File: src/rtl/imm_ext_arbiter.sv
`default_nettype none
// ============================================================================
// Module   : imm_ext_arbiter
// Brief    : Round-robin share of one immediate extender between decode and
//            branch-target requesters, with a single registered output slot.
//            Define IMM_EXT_ARB_SIGN_EN to honour REQx_SEXT (else zero-extend).
// Revision : 1.0 - initial release
// ============================================================================
module imm_ext_arbiter #(
    parameter int DATA_WIDTH    = 32,
    parameter int IMMDATA_WIDTH = 21
) (
    input  logic                     CLK,
    input  logic                     RST_N,
    input  logic                     REQ0_VALID,
    output logic                     REQ0_READY,
    input  logic [IMMDATA_WIDTH-1:0] REQ0_IMMDATA,
    input  logic                     REQ0_SEXT,
    input  logic                     REQ1_VALID,
    output logic                     REQ1_READY,
    input  logic [IMMDATA_WIDTH-1:0] REQ1_IMMDATA,
    input  logic                     REQ1_SEXT,
    output logic [DATA_WIDTH-1:0]    ODATA,
    output logic                     OVALID,
    input  logic                     OREADY,
    output logic                     OGNT
);

    typedef enum logic {
        EMPTY = 1'b0,
        FULL  = 1'b1
    } state_t;

    state_t                   state;
    state_t                   state_nxt;
    logic [DATA_WIDTH-1:0]    odata;
    logic [DATA_WIDTH-1:0]    odata_nxt;
    logic                     ognt;
    logic                     ognt_nxt;
    logic                     prio;
    logic                     prio_nxt;

    logic                     accept_ok;
    logic                     accept;
    logic                     sel;
    logic                     sext_sel;
    logic [IMMDATA_WIDTH-1:0] imm_sel;
    logic [DATA_WIDTH-1:0]    ext;

    // Both valid -> PRIO decides; otherwise whichever one is valid.
    assign sel       = REQ1_VALID & (~REQ0_VALID | prio);
    assign imm_sel   = sel ? REQ1_IMMDATA : REQ0_IMMDATA;
    assign accept_ok = (state == EMPTY) | OREADY;
    assign accept    = (REQ0_VALID | REQ1_VALID) & accept_ok & RST_N;

    assign REQ0_READY = accept & ~sel;
    assign REQ1_READY = accept & sel;

`ifdef IMM_EXT_ARB_SIGN_EN
    assign sext_sel = sel ? REQ1_SEXT : REQ0_SEXT;
`else
    // Sign-extend inputs are deliberately ignored in this build.
    logic sext_unused;
    assign sext_unused = REQ0_SEXT | REQ1_SEXT;
    assign sext_sel    = 1'b0;
`endif

    generate
        if (DATA_WIDTH == IMMDATA_WIDTH) begin : g_pass
            assign ext = imm_sel;
        end else begin : g_ext
            assign ext = {{(DATA_WIDTH-IMMDATA_WIDTH){sext_sel & imm_sel[IMMDATA_WIDTH-1]}},
                          imm_sel};
        end
    endgenerate

    always_comb begin
        state_nxt = state;
        odata_nxt = odata;
        ognt_nxt  = ognt;
        prio_nxt  = prio;
        case (state)
            EMPTY: if (accept) state_nxt = FULL;
            FULL:  if (OREADY && !accept) state_nxt = EMPTY;
            default: state_nxt = EMPTY;
        endcase
        if (accept) begin
            odata_nxt = ext;
            ognt_nxt  = sel;
            prio_nxt  = ~sel;
        end
    end

    always_ff @(posedge CLK or negedge RST_N) begin
        if (!RST_N) begin
            state <= EMPTY;
            odata <= '0;
            ognt  <= 1'b0;
            prio  <= 1'b0;
        end else begin
            state <= state_nxt;
            odata <= odata_nxt;
            ognt  <= ognt_nxt;
            prio  <= prio_nxt;
        end
    end

    assign ODATA  = odata;
    assign OGNT   = ognt;
    assign OVALID = (state == FULL);

endmodule
`default_nettype wire

File: config.mk
export PLATFORM = sky130hd
export DESIGN_NAME = imm_ext_arbiter
export DESIGN_NICKNAME = d
export VERILOG_FILES = /design/src/rtl/imm_ext_arbiter.sv
export SDC_FILE = /design/constraint.sdc
export NUM_CORES = 1
export LEC_CHECK = 0
export ABC_AREA = 1
export CORE_ASPECT_RATIO = 1.5
export CORE_UTILIZATION = 35
export DETAILED_ROUTE_END_ITERATION = 7
export GPL_ROUTABILITY_DRIVEN = 0
export PLACE_DENSITY = 0.77
export SLEW_MARGIN = 20
export SYNTH_ARGS = -nofsm -noshare
export SYNTH_HDL_FRONTEND = slang
export SYNTH_SLANG_ARGS = --single-unit
File: constraint.sdc
create_clock -name CLK -period 2.6 [get_ports CLK]
set_clock_uncertainty 0.2 [all_clocks]
set_input_delay 0.78 -clock CLK [delete_from_list [all_inputs] [get_ports CLK]]
set_output_delay 0.78 -clock CLK [all_outputs]
set_load 0.05 [all_outputs]
# Yosys cells after proc, flatten, opt, wreduce, memory -nomap -nowiden

Index checks and enable logic that the tools add are counted.

Multiplexer cells: 4
Bitwise gates (word level): 11
Reductions and logical operators: 2

Operators with widths:

| operator                              | number |
|---|---|
| 21-bit 2-to-1 mux                     | 1 |
| 1-bit AND                             | 5 |
| 1-bit inverter                        | 3 |
| 1-bit OR                              | 3 |
| 1-bit 2-to-1 mux                      | 2 |
| 1-bit one-hot mux with 2 select lines | 1 |
| 1-bit logical AND                     | 1 |
| 1-bit logical NOT                     | 1 |

Bits in registers: 24
Bits of input ports: 49

# Depth between registers and ports, before layout

Depth in word-level cells: 8
Mapped depth: 8

# Least setup slack after synthesis

OpenSTA, ideal clock, no wires.

Path kind: input to output
Start point: input REQ0_VALID
End point: output REQ1_READY
Arrival time: 1.566 ns
Setup slack: 0.054 ns
Cell stages on the path: 6
Buffers on the path: 1
Cell sequence: nand2_1 > nand2_1 > buf_2 > inv_1 > nand2_1 > inv_1

Cells in the longest elaborated chain, start to end: 4
Elaborated cells on any way between the ends: 7
Those cells by class: bitwise: 7

Ends and longest elaborated chain:

| item                                              | line   | text |
|---|---|---|
| from (decl)                                       | 15     | `input logic REQ0_VALID,` |
| 1-bit OR / 1-bit inverter (equally long branches) | 54, 51 |  |
| 1-bit AND / 1-bit OR (equally long branches)      | 54, 51 |  |
| 1-bit AND, on equally long branches               | 54, 51 |  |
| 1-bit AND (*)                                     | 57     | `assign REQ1_READY = accept & sel;` |
| to (decl)                                         | 20     | `output logic REQ1_READY,` |

Every way passes the cells marked *; elsewhere a longest branch is shown, timed or not.

# Worst setup path after layout

Start point: input RST_N
End point: output REQ1_READY

Cells in the longest elaborated chain, start to end: 2

Ends and longest elaborated chain:

| item        | line | text |
|---|---|---|
| from (decl) | 14   | `input logic RST_N,` |
| 1-bit AND   | 54   | `assign accept = (REQ0_VALID \| REQ1_VALID) & accept_ok & RST_N;` |
| 1-bit AND   | 57   |  |

Every way passes these cells.

==> flow_metrics.env <==
export IMPL_status="finished clean"
export IMPL_vias_per_cell=4.43
export IMPL_stdcell_count=312
export IMPL_port_buffers=71
export IMPL_wirelength_mm=3.55
export IMPL_dp_hpwl_mm=2.56
export IMPL_holdPathStages=2
export IMPL_maxSlewHeadroom_pct=65.5
export IMPL_slowest_stage="dlygate4sd2_1"
export IMPL_rrSetupSlack_ps=750
export IMPL_grt_max_degree=26
export IMPL_htreeDepth=1
export IMPL_worst_skew_pair_late_latency_ps=250
export IMPL_syn_area_um2=1320
export IMPL_criticalPathCategory="in -> out"
export IMPL_cp_start_kind="primary input"
export IMPL_cp_data_required_time_ps=1620
export IMPL_ys_ff_latch=24
export IMPL_post_route_period_util_pct=98.0
export IMPL_cts_root_buf="clkbuf_8"
export IMPL_max_stage_delay_ps=250
export IMPL_fill_cells=332
export IMPL_worstPathCellList="dlygate4sd2_1, o21ai_2, nor2_4, nand2_2, inv_2, buf_12"
export IMPL_slew_violations=0
export IMPL_place_inst=303
export IMPL_setup_worst_path_end_class="output port"
export IMPL_gr_total_overflow=0
export IMPL_hp_start="ODATA[3]$_DFFE_PN0P_"
export IMPL_critPathArrivalTime_ps=1570
export IMPL_fin_crit_ps=2550
export IMPL_timing_fmax_mhz=392
export IMPL_power_density_nw_per_um2=629
export IMPL_rows=26
export IMPL_finalSetupViolations=0
export IMPL_maxCapViolCount=0
export IMPL_drive_gt1_share_pct=11.5
export IMPL_cts_tree="yes"
export IMPL_ys_top_cells_by_area="dfrtp_1 46%, nand2_1 32%, nand3_1 8.0%, buf_4 7.4%, buf_2 2.3%"
export IMPL_ios=85
export IMPL_register_area_um2=601
export IMPL_min_to="ODATA[3]$_DFFE_PN0P_"
export IMPL_wl_per_cell_um=11.4
export IMPL_grt_pass1_wl_mm=5.90
export IMPL_yosysWarnings=0
export IMPL_synth_avg_cell_area_um2=6.89
export IMPL_clkSlewWorstSetupHoldPaths_ps=80
export IMPL_numCtsBuffers=3
export IMPL_tns_ps=0
export IMPL_area_growth_pct=65.4
export IMPL_yosysTopAreaCell="dfrtp_1"
export IMPL_grt_use_total_pct=18.9
export IMPL_worstMarginPinSlew_ps=516
export IMPL_cts_buffer_depth=2
export IMPL_antenna_found_initial=0
export IMPL_r2r_start="OVALID$_DFF_PN0_"
export IMPL_die_w_um=52.1
export IMPL_netlist_cell_type_count=12
export IMPL_synth_cells=191
export IMPL_vias=1382
export IMPL_drt_iter0_drc=16
export IMPL_clock_sinks=24
export IMPL_core_um2=3510
export IMPL_antenna_left=0
export IMPL_synthDominantCellAreaShare_pct=45.6
export IMPL_worstHoldPathType="reg -> reg"
export IMPL_dr_pass1_iters=4
export IMPL_reg2reg_depth=11
export IMPL_path_max_fanout=4
export IMPL_grt_pass1_vias=1302
export IMPL_timing_rr_end="ODATA[18]$_DFFE_PN0P_"
export IMPL_die_y_um=77.1
export IMPL_yosysSeqAreaShare_pct=45.6
export IMPL_die_area_um2=4010
export IMPL_multi_input_area_um2=621
export IMPL_vdd_drop_max_uv=416
export IMPL_nets=321
export IMPL_p_leak_nw=1.14
export IMPL_drcViolationCount=0
export IMPL_start_util_pct=37.5
export IMPL_diodes=0
export IMPL_hold_viol=0
-- power breakdown --
part	switching, mW	internal (mW)	leakage [nW]
logic	0.435	0.249	0.824
registers	0.0349	0.441	0.299
clock network	0.107	0.103	0.0216
total	0.576	0.793	1.14
-- per-layer routing --
layer	up-vias	track usage (%)	wire length (µm)
li1	721	-	-
met1	608	23.4	1460
met2	51	33.6	1850
met3	2	2.38	225
met4	0	4.05	19
met5	-	0	0
-- worst max path at each step --
| stage | startpoint | to | slack (ps) | cells after the start |
|---|---|---|---|---|
| 3_5_place_dp | REQ1_VALID | REQ1_READY | -290 | 6 |
| 6_report | RST_N | REQ1_READY | 50 | 6 |
| 3_3_place_gp | REQ1_VALID | REQ1_READY | -260 | 6 |
| 2_1_floorplan | REQ0_VALID | REQ1_READY | 50 | 6 |
| 4_1_cts | REQ0_VALID | REQ0_READY | 7 | 6 |
| 5_1_grt | RST_N | REQ1_READY | -10 | 6 |
-- state kept, by name (all words and copies together), names as in the netlist --
name,cells
ODATA,21
OGNT,1
prio,1
OVALID,1
-- area by class of cell --
| class | instances | area share [%] |
|---|---|---|
| timing repair buffer | 87 | 38.7 |
| tap | 42 | 2.41 |
| multi-input combinational | 151 | 28.5 |
| clock buffer | 3 | 1.90 |
| inverter | 5 | 0.862 |
| sequential | 24 | 27.6 |
-- placed cells by master (no fill, tap or decap), drive strengths merged --
cell and instances:
buf 18, clkbuf 4, clkdlybuf4s15 1, clkdlybuf4s50 65
conb 11, dfrtp 24, dlygate4sd2 2, inv 5
nand2 112, nand3 21, nor2 4, o21ai 3
-- per-stage QoR --
| step | hold slack (ps) | worst slack, ps | total power [mW] | cell area [µm²] | util, % |
|---|---|---|---|---|---|
| finish | 281 | 50.7 | 1.37 | 2180 | 62.0 |
| global route | 305 | -11.5 | 1.45 | 2180 | 62.0 |
| CTS | 285 | 7.19 | 1.38 | 2170 | 61.7 |
| detailed placement | 264 | -288 | 1.16 | 2080 | 59.1 |
| global placement | 261 | -256 | 1.15 | 2080 | 59.1 |
| floorplan | 284 | 53.7 | 0.904 | 1350 | - |
-- worst max-delay path: cells and delay by family --
kind            cells  cell delay, ps
buf+inv             3             450
simple gates        2             230
compound gates      1             100
-- cells in the mapped netlist --
cell type  number
buf_4          13
nor2_2          1
conb_1          1
nand2_1       112
buf_2           6
inv_1           5
o21ai_1         1
nand3_1        21
o21ai_0         2
nor2_1          3
dfrtp_1        24
clkbuf_1        2
-- what timing repair did --
item                                    CTS  global route
endpoints found under the setup margin    2             2
hold buffers                              0             0
resized for setup                        10             6
hold endpoints to repair                  0             0
buffers inserted                          6             0
pin swaps                                 2             3
-- logic make-up after synthesis --
| group | synth area share [%] |
|---|---|
| AND/OR/NAND/NOR | 41.3 |
| flip-flops | 45.6 |
| buffers and inverters | 11.7 |
| AO/OA/AOI/OAI | 1.14 |
| other | 0.285 |
Power figures use the tool's default switching activity.
